--- config.mk ---
export PLATFORM = sky130hd
export DESIGN_NAME = hazard_stall_controller
export DESIGN_NICKNAME = d
export VERILOG_FILES = /design/src/rtl/hazard_pkg.sv /design/src/rtl/hazard_reg_match.sv /design/src/rtl/hazard_stall_controller.sv
export SDC_FILE = /design/constraint.sdc
export NUM_CORES = 1
export LEC_CHECK = 0
export ABC_AREA = 1
export BUFFER_PORTS_ARGS = -buffer_cell sky130_fd_sc_hd__buf_2
export CAP_MARGIN = 10
export CORE_MARGIN = 2
export CORE_UTILIZATION = 45
export DETAILED_ROUTE_END_ITERATION = 12
export GPL_TIMING_DRIVEN = 0
export PLACE_DENSITY_LB_ADDON = 0.05
export SETUP_SLACK_MARGIN = 0.2
export SKIP_LAST_GASP = 1
export SYNTH_ARGS = -nofsm -noshare
export SYNTH_HDL_FRONTEND = slang
export SYNTH_HIERARCHICAL = 1
export SYNTH_SLANG_ARGS = --single-unit
--- constraint.sdc ---
create_clock -name clk -period 2.2 [get_ports clk]
set_input_delay 0.44 -clock clk [delete_from_list [all_inputs] [get_ports clk]]
set_output_delay 0.44 -clock clk [all_outputs]
set_load 0.05 [all_outputs]
--- src/rtl/hazard_pkg.sv ---
// hazard_pkg: shared state encodings and bubble counts for the hazard stall controller.
package hazard_pkg;
   typedef enum logic [1:0] {HZ_RUN = 2'b00, HZ_STALL = 2'b01} hz_state_t;
   localparam int BUBBLES_LOAD    = 1;
   localparam int BUBBLES_LOAD_BR = 2;
   localparam int BUBBLES_ALU_BR  = 1;
endpackage

--- src/rtl/hazard_reg_match.sv ---
// hazard_reg_match: compares one EX-stage destination against the rs/rt sources of the ID instruction.
module hazard_reg_match (
   input  logic [4:0] dst,
   input  logic [4:0] rs,
   input  logic [4:0] rt,
   input  logic       uses_rt,
   output logic       rs_hit,
   output logic       rt_hit
);
   assign rs_hit = (dst != 5'd0) && (dst == rs);
   assign rt_hit = (dst != 5'd0) && uses_rt && (dst == rt);
endmodule

--- src/rtl/hazard_stall_controller.sv ---
// hazard_stall_controller: load-use / ID-branch stall, flush and memory freeze control.
// Optional HAZARD_PERF_CNT_EN adds saturating stall and flush event counters.
module hazard_stall_controller
   import hazard_pkg::*;
#(
   parameter int STALL_W = 2,
   parameter int CNT_W   = 16
) (
   input  logic             clk,
   input  logic             reset,
   input  logic             in_ID_EX_MemRead,
   input  logic             in_ID_EX_RegWrite,
   input  logic [4:0]       in_ID_EX_Rt_address_5,
   input  logic [4:0]       in_ID_EX_Rd_address_5,
   input  logic [4:0]       in_IF_ID_Rs_address_5,
   input  logic [4:0]       in_IF_ID_Rt_address_5,
   input  logic             in_IF_ID_UsesRt,
   input  logic             in_IF_ID_Branch,
   input  logic             in_branch_taken,
   input  logic             in_jump,
   input  logic             in_mem_ready,
   output logic             o_PC_write,
   output logic             o_IF_ID_write,
   output logic             o_ID_EX_bubble,
   output logic             o_IF_ID_flush,
   output logic             o_freeze,
`ifdef HAZARD_PERF_CNT_EN
   output logic [CNT_W-1:0] o_stall_cnt,
   output logic [CNT_W-1:0] o_flush_cnt,
`endif
   output logic [1:0]       o_state_2
);
   hz_state_t          state, state_nx;
   logic [STALL_W-1:0] cnt, cnt_nx, n;
   logic               ld_rs, ld_rt, alu_rs, alu_rt, load_use, alu_br;
   logic [4:0]         ctl;

   hazard_reg_match u_load (
      .dst(in_ID_EX_Rt_address_5), .rs(in_IF_ID_Rs_address_5), .rt(in_IF_ID_Rt_address_5),
      .uses_rt(in_IF_ID_UsesRt), .rs_hit(ld_rs), .rt_hit(ld_rt)
   );

   hazard_reg_match u_alu (
      .dst(in_ID_EX_Rd_address_5), .rs(in_IF_ID_Rs_address_5), .rt(in_IF_ID_Rt_address_5),
      .uses_rt(in_IF_ID_UsesRt), .rs_hit(alu_rs), .rt_hit(alu_rt)
   );

   assign load_use = in_ID_EX_MemRead && (ld_rs || ld_rt);
   assign alu_br   = in_IF_ID_Branch && in_ID_EX_RegWrite && !in_ID_EX_MemRead && (alu_rs || alu_rt);
   assign n = (load_use && in_IF_ID_Branch) ? STALL_W'(BUBBLES_LOAD_BR) :
              load_use                      ? STALL_W'(BUBBLES_LOAD)    :
              alu_br                        ? STALL_W'(BUBBLES_ALU_BR)  : '0;

   always_ff @(posedge clk or posedge reset) begin
      if (reset) begin
         state <= HZ_RUN;
         cnt   <= '0;
      end else begin
         state <= state_nx;
         cnt   <= cnt_nx;
      end
   end

   // The first bubble is issued from RUN, so STALL only covers the remaining n-1.
   always_comb begin
      state_nx = state;
      cnt_nx   = cnt;
      if (in_mem_ready && state == HZ_STALL) begin
         cnt_nx   = (cnt > STALL_W'(1)) ? cnt - STALL_W'(1) : '0;
         state_nx = (cnt > STALL_W'(1)) ? HZ_STALL : HZ_RUN;
      end else if (in_mem_ready && n > STALL_W'(1)) begin
         cnt_nx   = n - STALL_W'(1);
         state_nx = HZ_STALL;
      end
   end

   // ctl = {pc_write, if_id_write, bubble, flush, freeze}
   always_comb begin
      ctl = reset                             ? 5'b00100 :
            !in_mem_ready                     ? 5'b00001 :
            (state == HZ_STALL || n != '0)    ? 5'b00100 :
            (in_branch_taken || in_jump)      ? 5'b11010 : 5'b11000;
   end

   assign {o_PC_write, o_IF_ID_write, o_ID_EX_bubble, o_IF_ID_flush, o_freeze} = ctl;
   assign o_state_2 = reset ? HZ_RUN : state;

`ifdef HAZARD_PERF_CNT_EN
   always_ff @(posedge clk or posedge reset) begin
      if (reset) begin
         o_stall_cnt <= '0;
         o_flush_cnt <= '0;
      end else begin
         if (o_ID_EX_bubble && !o_freeze && !(&o_stall_cnt)) o_stall_cnt <= o_stall_cnt + CNT_W'(1);
         if (o_IF_ID_flush && !o_freeze && !(&o_flush_cnt)) o_flush_cnt <= o_flush_cnt + CNT_W'(1);
      end
   end
`endif
endmodule

## Yosys cells after proc, flatten, opt, wreduce, memory -nomap -nowiden

Index checks and enable logic that the tools add are counted.

| storage, ports and cells | value |
|---|---|
| logic and storage cells | 47 |
| input port bits | 29 |
| register bits after elaboration | 4 |
| output and inout bits | 7 |

| operators by class | value |
|---|---|
| add/subtract/negate cells | 2 |
| muxes and demuxes | 14 |
| reduce and logical (&&, ||, !) cells | 22 |
| equality and inequality tests | 5 |
| $lt $le $gt $ge | 2 |

Operators with widths:

| operator | count |
|---|---|
| $eq 5x5->1 | 4 |
| $mux 2 | 8 |
| $mux 5 | 3 |
| $logic_and 1x1->1 | 13 |
| $reduce_bool 5->1 | 2 |
| $gt 2x1->1 const B | 2 |
| $logic_or 1x1->1 | 4 |
| $reduce_bool 2->1 | 2 |
| $sub 2x1->2 const B | 2 |
| $mux 1 | 3 |
| $eq 2x1->1 const B | 1 |
| $logic_not 1->1 | 1 |

## Logic depth before layout (Yosys ltp)

Gate-level depths: netlist of run 1.

| logic depth | value |
|---|---|
| depth after elaboration | 13 |
| depth in mapped cells | 15 |
| mapped depth without buffers | 15 |

## Modules after synthesis

Netlist of run 1, hierarchy kept.

Modules (own cells, without submodules):

| module | area each (µm²) | sequential area each (µm²) | cells an instance | times used |
|---|---|---|---|---|
| hazard_reg_match | 219.0 | 0.0 | 55 | 2 |
| hazard_stall_controller | 285.3 | 75.1 | 44 | 1 |

## Least setup slack after synthesis of run 1

No wires, ideal clock.

| timing path | value |
|---|---|
| path kind | input to output |
| start | input port in_IF_ID_Rs_address_5[0] |
| end | output port o_IF_ID_flush |
| required time | 1.760 ns |
| arrival | 2.540 ns |
| stages on the path | 14 |
| buffers on the path | 0 |
| setup slack | -0.780 ns |
| path through | inv_1 > nand2_1 > nand2_1 > nor2_1 > nand2_1 > nor2_1 > inv_2 > nand2_2 > nand3_1 > nand2_2 > ha_1 > nand3_1 > nor2_1 > o21a_1 |

| on the way | value |
|---|---|
| elaborated cells between the ends (all ways) | 17 |
| those cells by class | 2 x eq/ne; 6 x mux; 9 x reduce/logical |

RTL lines:

| what | line | source |
|---|---|---|
| start: declaration | hazard_stall_controller.sv:15 | `input logic [4:0] in_IF_ID_Rs_address_5,` |
| $eq 5x5->1 * | hazard_reg_match.sv:10 | `assign rs_hit = (dst != 5'd0) && (dst == rs);` |
| $logic_and 1x1->1 * | hazard_reg_match.sv:10 |  |
| net ld_rs | hazard_stall_controller.sv:35 | `logic ld_rs, ld_rt, alu_rs, alu_rt, load_use, alu_br;` |
| $logic_or 1x1->1 * | hazard_stall_controller.sv:48 | `assign load_use = in_ID_EX_MemRead && (ld_rs \|\| ld_rt);` |
| $logic_and 1x1->1 * | hazard_stall_controller.sv:48 |  |
| $mux 1 or $logic_and 1x1->1 (tied branches) | hazard_stall_controller.sv:51, hazard_stall_controller.sv:50 |  |
| $mux 2 * | hazard_stall_controller.sv:50 | `assign n = (load_use && in_IF_ID_Branch) ? STALL_W'(BUBBLES_LOAD_BR) :` |
| $reduce_bool 2->1 * | hazard_stall_controller.sv:81 | `(state == HZ_STALL \|\| n != '0) ? 5'b00100 :` |
| $logic_or 1x1->1 * | hazard_stall_controller.sv:81 |  |
| $mux 5 * | hazard_stall_controller.sv:81 |  |
| $mux 5 * | hazard_stall_controller.sv:80 | `!in_mem_ready ? 5'b00001 :` |
| $mux 5 * | hazard_stall_controller.sv:79 | `ctl = reset ? 5'b00100 :` |
| end: declaration | hazard_stall_controller.sv:25 | `output logic o_IF_ID_flush,` |

Mark *: on every way through the listed nets, which the timed path passes. The rest lies on a longest branch.

## Final worst setup path of run 1

| timing path | value |
|---|---|
| start | input port in_IF_ID_Rs_address_5[2] |
| end | output port o_IF_ID_flush |

The elaborated chain is that of the path after synthesis.

==> results of run 1 <==
[registers in the layout, summed over array words and instances, names as in the netlist]
name / cells
cnt: 2
state: 1
[area by class of cell]
| type | count | area (µm²) | share of cell area [%] |
|---|---|---|---|
| multi-input combinational | 114 | 628 | 51.8 |
| timing repair buffer | 36 | 307 | 25.3 |
| inverter | 35 | 141 | 11.7 |
| sequential | 3 | 75.1 | 6.19 |
| clock buffer | 4 | 26.3 | 2.17 |
| tap | 16 | 20.0 | 1.65 |
| buffer | 2 | 15.0 | 1.24 |
[cell usage after synthesis, drive strengths merged]
| library cell | n |
|---|---|
| conb | 1 |
| inv | 35 |
| buf | 2 |
| nand4 | 1 |
| o21a | 1 |
| a31oi | 1 |
| nand2 | 68 |
| nand3 | 6 |
| ha | 1 |
| xnor2 | 2 |
| a21oi | 4 |
| dfrtp | 3 |
| nor2 | 28 |
| nor3 | 1 |
[per-stage QoR]
| stage | setup WS [ns] | hold WS [ns] | TNS [ns] | cell area [µm²] | total power [mW] |
|---|---|---|---|---|---|
| 6_report | -0.136 | 0.138 | -0.458 | 1210 | 0.515 |
| 5_1_grt | -0.200 | 0.153 | -0.670 | 1210 | 0.550 |
| 4_1_cts | -0.136 | 0.133 | -0.406 | 1140 | 0.501 |
| 3_5_place_dp | -0.365 | 0.379 | -1.27 | 987 | 0.364 |
| 3_3_place_gp | -0.284 | 0.378 | -0.939 | 987 | 0.355 |
| 2_1_floorplan | -0.135 | 0.209 | -0.322 | 797 | 0.283 |
[worst max path at each step]
stage	from	to	slack (ns)	depth (start not counted)
3_5_place_dp	in_ID_EX_Rt_address_5[1]	o_IF_ID_flush	-0.36	16
3_3_place_gp	in_ID_EX_Rt_address_5[1]	o_IF_ID_flush	-0.28	16
2_1_floorplan	in_ID_EX_Rt_address_5[1]	o_IF_ID_flush	-0.13	14
4_1_cts	in_IF_ID_Rs_address_5[2]	o_IF_ID_flush	-0.14	13
5_1_grt	in_ID_EX_Rt_address_5[1]	o_IF_ID_flush	-0.20	15
6_report	in_IF_ID_Rs_address_5[2]	o_IF_ID_flush	-0.14	13
[per-layer routing]
layer	wire length, µm	share of wire, %
met5	0	0
met4	8	0.40
met3	144	7.2
met2	1030	51
met1	814	41
[report_power, final]
| group | switching, mW | internal, mW |
|---|---|---|
| combinational | 0.190 | 0.132 |
| sequential | 0.0196 | 0.0783 |
| clock | 0.0277 | 0.0679 |
[what timing repair did]
item	CTS	global route
resized for setup	35	21
setup endpoints to repair	4	4
pin swaps	14	21
buffers inserted	1	1
[logic make-up after synthesis]
logic type                 after synthesis  share of synthesized area, %
and+or+nand+nor                        104                          59.5
buffers and inverters                   37                          20.2
AOI/OAI and AO/OA                        6                          5.19
DFF                                      3                          10.4
xor gates and xnor gates                 2                          2.42
adders and majority gates                1                          1.73
other                                    1                         0.519
==> reports/summary.md, run 1 <==
The flow ran to the end, but the final reports show violations. The checks that failed: negative setup slack. Across all register-to-register paths, the minimum setup slack is 1.22 ns. The hold-fix buffer count after cts was 0; the biggest cell delay along the critical path was 0.19 ns. The die span in y is 44.1 µm. The clock sink total was 3.

The number of nets handed over by synthesis was 184. The count of buffer and inverter cells on the critical path was 3; the clock latency on the worst-skew pair was 0.23 ns. The first global-routing pass estimated 3200 µm of wire. The total area inside the core boundary comes to 1510 µm². Top achievable clock speed: 428 MHz. By area the synthesized netlist is led by sky130_fd_sc_hd__nand2_1 34%, sky130_fd_sc_hd__inv_1 13%, sky130_fd_sc_hd__nor2_1 12%, sky130_fd_sc_hd__dfrtp_1 10%, sky130_fd_sc_hd__inv_2 4.7%.

The number of levels in the clock H-tree is 1, and the met3 routing resource usage after global routing is 1.63%. The synthesized netlist contains 18 unique library cells. The routed design has 2000 µm of wire.

Using the TritonRoute via totals, the vias-per-cell ratio works out to 4.49. The mean cell area of the mapped netlist was 4.70 µm². In the layout the commonest cells are 59 x sky130_fd_sc_hd__nand2_1, 19 x sky130_fd_sc_hd__buf_2, 18 x sky130_fd_sc_hd__inv_1, 17 x sky130_fd_sc_hd__nor2_1, 15 x sky130_fd_sc_hd__inv_2. sky130_fd_sc_hd__nand2_1 takes more of the synthesized area than any other cell. TritonCTS built the clock tree. The final critical-path share of the clock period came out at 106%.

Global routing finished with a remaining overflow of 0. After floorplanning, the core was divided into 14 placement rows. Of the synthesized area, sequential elements account for 10.4%.

The area growth from synthesis to layout is 67.6%. Max-cap violations in this run came to 0. Port buffering added 34 buffers.

The number of synthesized register bits was 3. The first-pass detailed-route iteration total is 5, and the share of the core filled with cells in the final layout is 80.5%. In the final design database the tool counted 225 nets. Setup violations remaining at the end of the flow were counted as 4.

The maximum fanout encountered on the critical timing path is 3, and the number of nets still failing antenna checks after routing is 0. The library cell contributing the largest single delay on the critical path is sky130_fd_sc_hd__xnor2_2. The largest clock skew in the final design came out at 0.000397 ns. After layout, the minimum clock period comes to 2.34 ns.

The tools report the number of global-route vias before repair as 827. At the worst endpoint, the required time is 1.76 ns. The first routing iteration left 28 violations. The ratio of cells with drive above 1 in the final layout was 45.9%; the final weighted congestion in routability-driven placement was 0.835.

Setup repair after global routing could not meet its margin everywhere. The run gives 1.90 ns as the critical path data arrival time. VDD sags by at most 0.000425 V. The run gives 0.716 nW as the leakage power of the design. After clock tree synthesis, the clock-pin slew on the worst setup and hold paths is 0.03 ns. The worst setup path is launched from a primary input. The repair_antennas step left the layout with diodes totalling 0. The count of boundary I/O pins is 36, and the number of antenna violations at the first check in global routing is 0. The run gives 6 as the number of warning messages in the yosys log. In this run, CTS created clock tree buffers numbering 3.

The run gives 154 as the gate count of the mapped netlist. The worst setup path is captured at a primary output. The floorplan step defined a die boundary enclosing 1940 µm². The share of the synthesized area in the top cell type is 34.3%, and the number of filler instances in the final layout is 123. The final number of hold-violating endpoints is 0. Across every metal layer, demand over resource in global routing totals 21.6%. The total power divided by cell area was 425 nW/µm².

Including well taps, the total number of placed cells is 204. The cell area that synthesis handed to floorplanning was 723 µm². The tools report the met2 capacity usage during global routing as 40.0%. The floorplan step set the die width to 44.1 µm. The number of cells on the worst reg-to-reg path is 5.

The run gives 210 as the count of placed standard cells in the final layout, fillers left out. Critical path's top delay family: simple AND/OR/NAND/NOR gates. The root buffer cell chosen for the clock tree is sky130_fd_sc_hd__clkbuf_4. For the worst path setup slack after routing, the log shows -0.136 ns. The endpoint identified for the worst register-to-register timing path is cnt[1].

The via total after detailed routing came out at 942. Global routing consumed, on the met1 layer, 26.7% of the routing resources. The worst setup path is of the primary input to primary output kind.

In the routed design, unresolved DRC markers number 0. Entering global routing, the biggest net connects 7 pins. The routed wire length per instance is 9.50 µm, and the effective utilization at floorplan is 48.0%.

The worst min-delay path category is primary input to asynchronous set/reset pin. The tools report the max-slew violation count as 0. In this run the critical register-to-register path is launched from state[0].

Traced cell by cell, the critical path runs through buf_2, xnor2_2, nand3_2, nor2_2, inv_2, nand2_4, nand3_4, nand2_4, ha_4, nand3_4, nor2_4, o21a_4, buf_8. In this run the most used layer during global routing was met2. The logs give 2 for the buffer depth of the longest clock path and 1500 µm for the detailed placer's ending HPWL. Leaving out fill and tap cells, the most frequent cell in the layout is sky130_fd_sc_hd__nand2_1.
(Power assumes the default switching activity.)
==> inputs of run 2 (changes only) <==
--- a/config.mk
+++ b/config.mk
@@ -5,11 +5,10 @@
 export SDC_FILE = /design/constraint.sdc
 export NUM_CORES = 1
 export LEC_CHECK = 0
-export ABC_AREA = 1
 export BUFFER_PORTS_ARGS = -buffer_cell sky130_fd_sc_hd__buf_2
 export CAP_MARGIN = 10
 export CORE_MARGIN = 2
-export CORE_UTILIZATION = 45
+export CORE_UTILIZATION = 39
 export DETAILED_ROUTE_END_ITERATION = 12
 export GPL_TIMING_DRIVEN = 0
 export PLACE_DENSITY_LB_ADDON = 0.05
==> reports/summary.md, run 2 <==
The final layout net count is 135 (-40%), and the cell area after layout is 878 µm² (-28%). The run gives 2.45 ns (+0.55 ns) as the critical path data arrival time. The checks that failed: negative setup slack. In this run the critical register-to-register path is launched from state[0]. The commonest cells after synthesis are 12 x sky130_fd_sc_hd__xnor2_1, 8 x sky130_fd_sc_hd__nor2_1, 8 x sky130_fd_sc_hd__xor2_1.

The logs give 0.22 ns (about the same) for the clock latency on the worst-skew pair and 0.000445 V (+4.7%) for the worst ir drop on vdd. Number of I/O port buffers: 34 (unchanged). The cell sitting at the root of the clock tree is a sky130_fd_sc_hd__clkbuf_4. The tools report the overall routed net length as 1470 µm (-26%). The top achievable clock speed was 346 MHz (-19%); the number of antenna violations at the first check in global routing was 0 (unchanged). The register clock-pin slew on the reported worst setup and hold paths was 0.03 ns (about the same). The final antenna diode count was 0 (unchanged); the largest clock skew in the final design was 0.00110 ns (+0.000704 ns). For the core outline area, the log shows 1270 µm² (-16%).

The tools report the effective utilization at floorplan as 40.8% (-7.2 points). The number of enable-type register cells in the synthesized netlist works out to 0 (unchanged). The endpoint kind of the worst setup timing path was a primary output.

For the via total after detailed routing, the log shows 576 (-39%). The number of setup violations in the final report came out at 4 (unchanged). The tools report the first-pass detailed-route iteration total as 4 (-1). The count of buffer and inverter cells on the critical path works out to 2 (-1). TritonCTS built the clock tree. The cell family contributing the most delay on the critical path is simple AND/OR/NAND/NOR gates. The global router's overall resource usage is 18.9% (-2.7 points), and the proportion of register bits with asynchronous set or reset after synthesis is 100% (unchanged). The maximum fanout encountered on the critical timing path was 3 (unchanged); the number of DRC violations after detailed-routing iteration 0 was 4 (-86%). The share of the synthesized area in the top cell type was 20.3% (-14 points).

The worst setup path is launched from a primary input. The final weighted congestion in routability-driven placement was 0.699 (-16%); the minimum period implied by the final worst setup slack was 2.89 ns (+0.552 ns). The x dimension of the die works out to 40.4 µm (-8.3%).

The logs give 14.5% (+4.1 points) for the sequential element share of the synthesized area and 513 µm² (-18%) for the area of combinational cells with multiple inputs. The total power divided by cell area came out at 531 nW/µm² (+25%). The die span in y works out to 40.4 µm (-8.3%). In the post-synthesis netlist, the cell with the most instances is sky130_fd_sc_hd__xnor2_1.

The logs give -0.688 ns (-0.552 ns) for the worst path setup slack after routing and 0.373 nW (-48%) for the leakage power of the design. Walking the worst path, the cells encountered are buf_8, or4_4, nor2_4, nor4_2, o211ai_1, nor2_1, a21oi_1, ha_2, nand2b_4, nor3b_4, o21a_4, buf_8. For the largest net degree at the start of global routing, the log shows 8 (+1). The logs give 112 (-8.9%) for the number of filler instances in the final layout and 1 (unchanged) for the number of levels in the clock H-tree. The largest registers in the layout are cnt: 2 flops, state: 1 flops. The total cell area at the placement stage was 743 µm² (-25%). The routed wire length per instance came out at 12.3 µm (+30%).

The final critical-path share of the clock period works out to 131% (+25 points). The library cell used most frequently in the layout, excluding fill and tap cells, is sky130_fd_sc_hd__buf_2. The logs give 0 (unchanged) for the number of maximum-capacitance violations and 3 (unchanged) for the clock sink total.

The tools report the TritonCTS buffer count as 3 (unchanged). The number of vias per cell after detailed routing was 4.84 (+7.9%). The number of synthesized register bits is 3 (unchanged). In this run the worst setup path begins at in_ID_EX_Rd_address_5[3]. Leaving out fill and tap cells, the most frequent cells in the layout are 28 x sky130_fd_sc_hd__buf_2, 11 x sky130_fd_sc_hd__xnor2_1, 8 x sky130_fd_sc_hd__xor2_1, 6 x sky130_fd_sc_hd__nor2_1, 4 x sky130_fd_sc_hd__buf_4.

Biggest area consumer among synthesized cells: sky130_fd_sc_hd__xnor2_1. The total overflow reported by the global router is 0 (unchanged). The area enclosed by the die boundary is 1640 µm² (-16%). The most used flip-flop cell after synthesis is sky130_fd_sc_hd__dfrtp_1.

The flow ran to the end, but the final reports show violations. The final hold slack was 0.156 ns (+0.0182 ns). Detailed placer's ending HPWL: 1100 µm (-27%). The cell that appears most often on the critical path is sky130_fd_sc_hd__buf_8.

The logs give 75.1 µm² (unchanged) for the register area and 36 (unchanged) for the count of boundary I/O pins. The ratio of cells with drive above 1 in the final layout works out to 54.8% (+8.9 points). Area added between synthesis and finish: 69.6%. Critical path class: primary input to primary output.

The run gives 0 (unchanged) as the max-slew violation count. The number of warning messages in the yosys log was 6 (unchanged); the number of core rows was 13 (-1). The run gives 95 (-48%) as the number of nets in the synthesized netlist. Register with the most flip-flops: cnt. The buffer depth of the longest clock path came out at 2 (unchanged). The required time of the worst setup path came out at 1.76 ns (about the same). The gate count of the mapped netlist is 65 (-58%), and the final number of hold-violating endpoints is 0 (unchanged).

Mean cell area of the mapped netlist: 7.97 µm² (+70%). The biggest cell delay along the critical path was 0.54 ns (+0.35 ns). The number of different library cells in the post-synthesis netlist was 25 (+7); the global-route wire length before repair was 2080 µm (-35%). The slowest stage of the critical path is the sky130_fd_sc_hd__or4_4 cell.

The DRC violation count after routing came out at 0 (unchanged). Yosys attributes the largest share of cell area to sky130_fd_sc_hd__xnor2_1 20%, sky130_fd_sc_hd__dfrtp_1 14%, sky130_fd_sc_hd__xor2_1 14%, sky130_fd_sc_hd__nor2_1 5.8%, sky130_fd_sc_hd__nor4_1 4.8%. The number of global-route vias before repair was 494 (-40%). The tools report the post-synthesis cell area as 518 µm² (-28%).

For the number of nets still failing antenna checks after routing, the log shows 0 (unchanged). Setup repair after global routing could not meet its margin everywhere. The number of flip-flops under the largest register name works out to 2 (unchanged). The worst min-delay path category was primary input to asynchronous set/reset pin.
## run 2: changes by cell type in the layout (fill, tap and decap cells not counted), sizes merged, moves of 4 or more
cell,before,now
nor2,28,8
inv,35,2
nor4,0,4
xor2,0,8
nand3,6,2
xnor2,2,12
nand2,68,4
## run 2: what timing repair did
action	CTS	global route
setup buffers	1	0
endpoints found under the setup margin	5	5
hold buffers	0	0
pin swaps	11	5
resized for setup	23	2
## run 2: worst paths after layout
check                                 to  slack, ns  depth (start not counted)
min in group clk                  cnt[0]       0.52                          2
max in group asynchronous       state[0]       1.87                          2
min                               cnt[0]       0.16                          2
max reg2reg                       cnt[1]       1.14                          3
max                        o_IF_ID_flush      -0.69                         12
min reg2reg                       cnt[0]       0.52                          2
## run 2: through the flow
stage	cells	TNS (ns)	total power [mW]	utilization [%]	setup slack [ns]
final	119	-2.46	0.466	69.2	-0.688
after global routing	119	-2.79	0.497	69.2	-0.767
after floorplan	65	-2.34	0.265	-	-0.831
after global placement	114	-3.03	0.335	58.6	-0.820
after CTS	119	-2.43	0.461	68.0	-0.676
after detailed placement	114	-3.10	0.339	58.6	-0.835
## run 2: layout make-up
type,count,share of cell area [%]
multi-input combinational,58,58.4
buffer,2,1.71
tap,15,2.14
sequential,3,8.55
clock buffer,4,2.99
timing repair buffer,35,25.4
inverter,2,0.855
## run 2: logic make-up after synthesis
logic type      count (synthesis)  synth area share (%)
simple gates                   26                  28.7
xor+xnor                       20                  33.8
compound gates                 10                  15.5
buf+inv                         4                  4.35
flops                           3                  14.5
fa+ha+maj                       1                  2.42
other cells                     1                 0.724
## run 2: per-layer routing
| metal | vias up | share of wire, % | track usage, % |
|---|---|---|---|
| met3 | 0 | 4.8 | 0 |
| met2 | 17 | 53 | 36.9 |
| met1 | 254 | 42 | 23.2 |
| li1 | 305 | - | - |
| met5 | - | 0 | 0 |
| met4 | 0 | 0 | 2.50 |
## run 2: worst register-to-register path, stage by stage (launching register included)
cell and delay [ns]:
sky130_fd_sc_hd__dfrtp_1 0.44, sky130_fd_sc_hd__nand2_1 0.10, sky130_fd_sc_hd__a21boi_0 0.07, sky130_fd_sc_hd__a311o_1 0.33
## run 2: power by group
group,internal [mW],switching (mW)
logic,0.121,0.152
registers,0.0776,0.0242
clock network,0.0677,0.0239
==> inputs of run 3 (changes only) <==
--- a/config.mk
+++ b/config.mk
@@ -7,14 +7,13 @@
 export LEC_CHECK = 0
 export BUFFER_PORTS_ARGS = -buffer_cell sky130_fd_sc_hd__buf_2
 export CAP_MARGIN = 10
-export CORE_MARGIN = 2
-export CORE_UTILIZATION = 39
+export CORE_AREA = 2 2 39 41
 export DETAILED_ROUTE_END_ITERATION = 12
+export DIE_AREA = 0 0 41 43
 export GPL_TIMING_DRIVEN = 0
 export PLACE_DENSITY_LB_ADDON = 0.05
 export SETUP_SLACK_MARGIN = 0.2
 export SKIP_LAST_GASP = 1
 export SYNTH_ARGS = -nofsm -noshare
 export SYNTH_HDL_FRONTEND = slang
-export SYNTH_HIERARCHICAL = 1
 export SYNTH_SLANG_ARGS = --single-unit
==> reports/summary.md, run 3 <==
The flow ran to the end, but the final reports show violations. The final reports fail on negative setup slack. The final layout net count is 135 (unchanged), and the DRC violation count after routing is 0 (unchanged).

The pre-CTS setup slack came out at -0.611 ns (+0.224 ns). X dimension of the die: 41 µm (+1.4%). The flop-to-flop setup slack was 1.23 ns (+0.09 ns); the number of flip-flops under the largest register name was 2 (unchanged). The tools report the cell area after layout as 842 µm² (-4.1%). The largest individual stage delay along the critical path comes from the cell sky130_fd_sc_hd__or4_4. In the layout the commonest cells are 26 x sky130_fd_sc_hd__buf_2, 11 x sky130_fd_sc_hd__xnor2_1, 9 x sky130_fd_sc_hd__xor2_1, 6 x sky130_fd_sc_hd__nand2_1. Reg-to-reg endpoint: cnt[1]. In this design, the critical path's most frequently occurring cell is sky130_fd_sc_hd__buf_8.

The total overflow reported by the global router is 0 (unchanged). Register clock-pin slew on the reported worst setup and hold paths: 0.04 ns (about the same). The number of maximum-capacitance violations was 0 (unchanged); the aggregate negative setup slack was -1.75 ns (+0.708 ns). The number of different library cells in the post-synthesis netlist is 27 (+8.0%). The tools report the core outline area as 1380 µm² (+9.1%).

The number of enable-type register cells in the synthesized netlist was 0 (unchanged); the area added between synthesis and finish was 67.4%. The die span in y was 43 µm (+6.3%). Number of core rows: 14 (+1). The clock sink total was 3 (unchanged); the largest net degree at the start of global routing was 8 (unchanged). The biggest area consumer among synthesized cells is sky130_fd_sc_hd__xnor2_1. The final critical-path share of the clock period came out at 123% (-8.2 points). The number of warning messages in the yosys log was 0 (-6). The global-route wire length before repair is 2070 µm (-0.62%). The run gives 0.727 (+4.0%) as the final weighted congestion in routability-driven placement. The run gives 115 (+0.88%) as the number of placed cells counting well taps. The logs give 65 (unchanged) for the gate count of the mapped netlist and 14.9% (+0.43 points) for the sequential element share of the synthesized area. Number of vias per cell after detailed routing: 4.88 (+0.89%). The tools report the number of global-route vias before repair as 548 (+11%). STA classifies the critical path startpoint as a primary input.

The number of I/O port buffers is 34 (unchanged). The logs give 36.3% (-4.5 points) for the effective utilization at floorplan and 36 (unchanged) for the count of boundary I/O pins. In this run the critical register-to-register path is launched from state[0]. By area the synthesized netlist is led by sky130_fd_sc_hd__xnor2_1 19%, sky130_fd_sc_hd__xor2_1 16%, sky130_fd_sc_hd__dfrtp_1 15%, sky130_fd_sc_hd__nand2_1 5.2%, sky130_fd_sc_hd__o21ai_0 5.0%.

The proportion of register bits with asynchronous set or reset after synthesis works out to 100% (unchanged). The number of cell instances on the worst register-to-register path came out at 3 (unchanged). Tracing the worst setup path back leads to its startpoint at in_ID_EX_Rt_address_5[0]. TritonCTS built the clock tree.

The clock latency on the worst-skew pair was 0.23 ns (about the same). Count of placed standard cells in the final layout, fillers left out: 120 (+0.84%). The largest clock skew in the final design is 0.00487 ns (+0.00377 ns), and the total cell area at the placement stage is 729 µm² (-1.9%).

The number of DRC violations after detailed-routing iteration 0 came out at 5 (+1). The largest registers in the layout are cnt: 2 flops, state: 1 flops. The logs give 0.393 nW (+5.3%) for the leakage power of the design and 1 (unchanged) for the number of levels in the clock H-tree.

Share of the synthesized area in the top cell type: 19.2% (-1.1 points). The run gives 0.155 ns (-0.00111 ns) as the final hold slack. The ratio of cells with drive above 1 in the final layout was 48.1% (-6.7 points); the routed wire length per instance was 10.8 µm (-12%). The worst setup path is captured at a primary output. The first-pass detailed-route iteration total was 2 (-2); the TritonCTS buffer count was 3 (unchanged). The critical path goes through buf_8, or4_4, o21a_1, a31oi_1, ha_2, nand2b_4, nor3b_4, o21a_4, buf_8.

The clock tree root driver cell is sky130_fd_sc_hd__clkbuf_4. The number of nets in the synthesized netlist came out at 95 (unchanged). The via total after detailed routing is 586 (+1.7%). The post-synthesis cell area was 503 µm² (-2.9%); the number of nets still failing antenna checks after routing was 0 (unchanged). The power consumption came out at 0.469 mW (+0.46%).

The run gives 369 MHz (+6.7%) as the top achievable clock speed. For the final antenna diode count, the log shows 0 (unchanged). The logs give 4 (unchanged) for the number of setup violations in the final report and 2 (unchanged) for the buffer depth of the longest clock path.

The most critical setup path has its endpoint at o_IF_ID_flush. sky130_fd_sc_hd__xnor2_1 is the most common cell in the netlist. The detailed placer's ending HPWL was 1060 µm (-3.4%).

For the required time of the worst setup path, the log shows 1.76 ns (about the same). The maximum fanout encountered on the critical timing path is 3 (unchanged), and the final number of hold-violating endpoints is 0 (unchanged). The overall routed net length was 1300 µm (-12%).

The number of antenna violations at the first check in global routing came out at 0 (unchanged). The worst min-delay path category was primary input to asynchronous set/reset pin. For the max-slew violation count, the log shows 0 (unchanged). The tools report the critical path data arrival time as 2.27 ns (-0.18 ns). The hold-fix buffer count after cts was 0 (unchanged); the biggest cell delay along the critical path was 0.51 ns (-0.03 ns). The worst path setup slack after routing came out at -0.507 ns (+0.181 ns).

Worst ir drop on vdd: 0.000295 V (-34%). The critical path is of the primary input to primary output type. The dominant register cell in the synthesized netlist was sky130_fd_sc_hd__dfrtp_1. The mean cell area of the mapped netlist came out at 7.74 µm² (-2.9%). The most common library cell in the layout ignoring fill and taps is sky130_fd_sc_hd__buf_2. Setup repair after global routing could not meet its margin everywhere. The minimum period implied by the final worst setup slack was 2.71 ns (-0.181 ns). Sorting the synthesized cells by how often they occur yields 11 x sky130_fd_sc_hd__xnor2_1, 9 x sky130_fd_sc_hd__xor2_1, 7 x sky130_fd_sc_hd__nand2_1. The total power divided by cell area is 556 nW/µm² (+4.8%), and the area enclosed by the die boundary is 1760 µm² (+7.8%). The tools report the global router's overall resource usage as 16.3% (-2.6 points).

The run gives 60.8% (-8.4 points) as the share of the core filled with cells in the final layout. The number of synthesized register bits was 3 (unchanged). The register with the most flip-flops is cnt.
## run 3: changes by cell type after synthesis, sizes merged, moves of 2 or more
cell | before | now
nor2 | 8 | 2
o21ai | 1 | 5
nand2 | 4 | 7
nor4 | 4 | 1
a21oi | 3 | 1
nor2b | 0 | 2
o211ai | 2 | 0
## run 3: how the worst min path moves through the flow
| stage | startpoint | endpoint | slack, ns | cells past startpoint |
|---|---|---|---|---|
| detailed placement | reset | cnt[0] | 0.40 | 2 |
| floorplan | reset | cnt[0] | 0.23 | 1 |
| CTS | reset | cnt[0] | 0.16 | 2 |
| global placement | reset | cnt[0] | 0.39 | 2 |
| global route | reset | cnt[0] | 0.17 | 2 |
| finish | reset | cnt[0] | 0.15 | 2 |
## run 3: worst max-delay path: cells and delay by family
| kind | cells | cell delay (ns) |
|---|---|---|
| AOI/OAI and AO/OA | 3 | 0.55 |
| buffers and inverters | 2 | 0.23 |
| adders and majority gates | 1 | 0.22 |
| and+or+nand+nor | 3 | 0.81 |
## run 3: logic make-up after synthesis
group | Yosys count | synth area share (%)
xor gates and xnor gates | 20 | 34.8
DFF | 3 | 14.9
AOI/OAI and AO/OA | 12 | 14.9
other | 1 | 0.746
muxes | 1 | 1.99
adders and majority gates | 1 | 2.49
and+or+nand+nor | 23 | 25.6
buffers and inverters | 4 | 4.48
## run 3: area by class of cell
| type | count | area (µm²) |
|---|---|---|
| multi-input cells | 58 | 459 |
| flip-flops and latches | 3 | 75.1 |
| inverters | 2 | 7.51 |
| well taps | 16 | 20.0 |
| repair buffers | 35 | 239 |
| fillers | 123 | 542 |
| plain buffers | 2 | 15.0 |
| clock buffers | 4 | 26.3 |
## run 3: routing by layer
layer	track usage (%)	vias up	share of wire, %	wire length, µm
met5	0	-	0	0
met4	4.00	0	0	0
met3	3.14	0	5.1	66
met2	30.0	19	56	726
met1	17.6	265	39	504
li1	-	302	-	-
## run 3: repair_timing
item,in CTS,in global routing
resized for setup,17,7
pin swaps,3,6
endpoints found under the setup margin,4,5
buffers inserted,1,0
## run 3: power breakdown
part | leakage [nW] | switching, mW | total [mW] | internal [mW]
combinational | 0.338 | 0.146 | 0.274 | 0.127
clock | 0.0150 | 0.0263 | 0.0942 | 0.0678
sequential | 0.0405 | 0.0237 | 0.101 | 0.0770
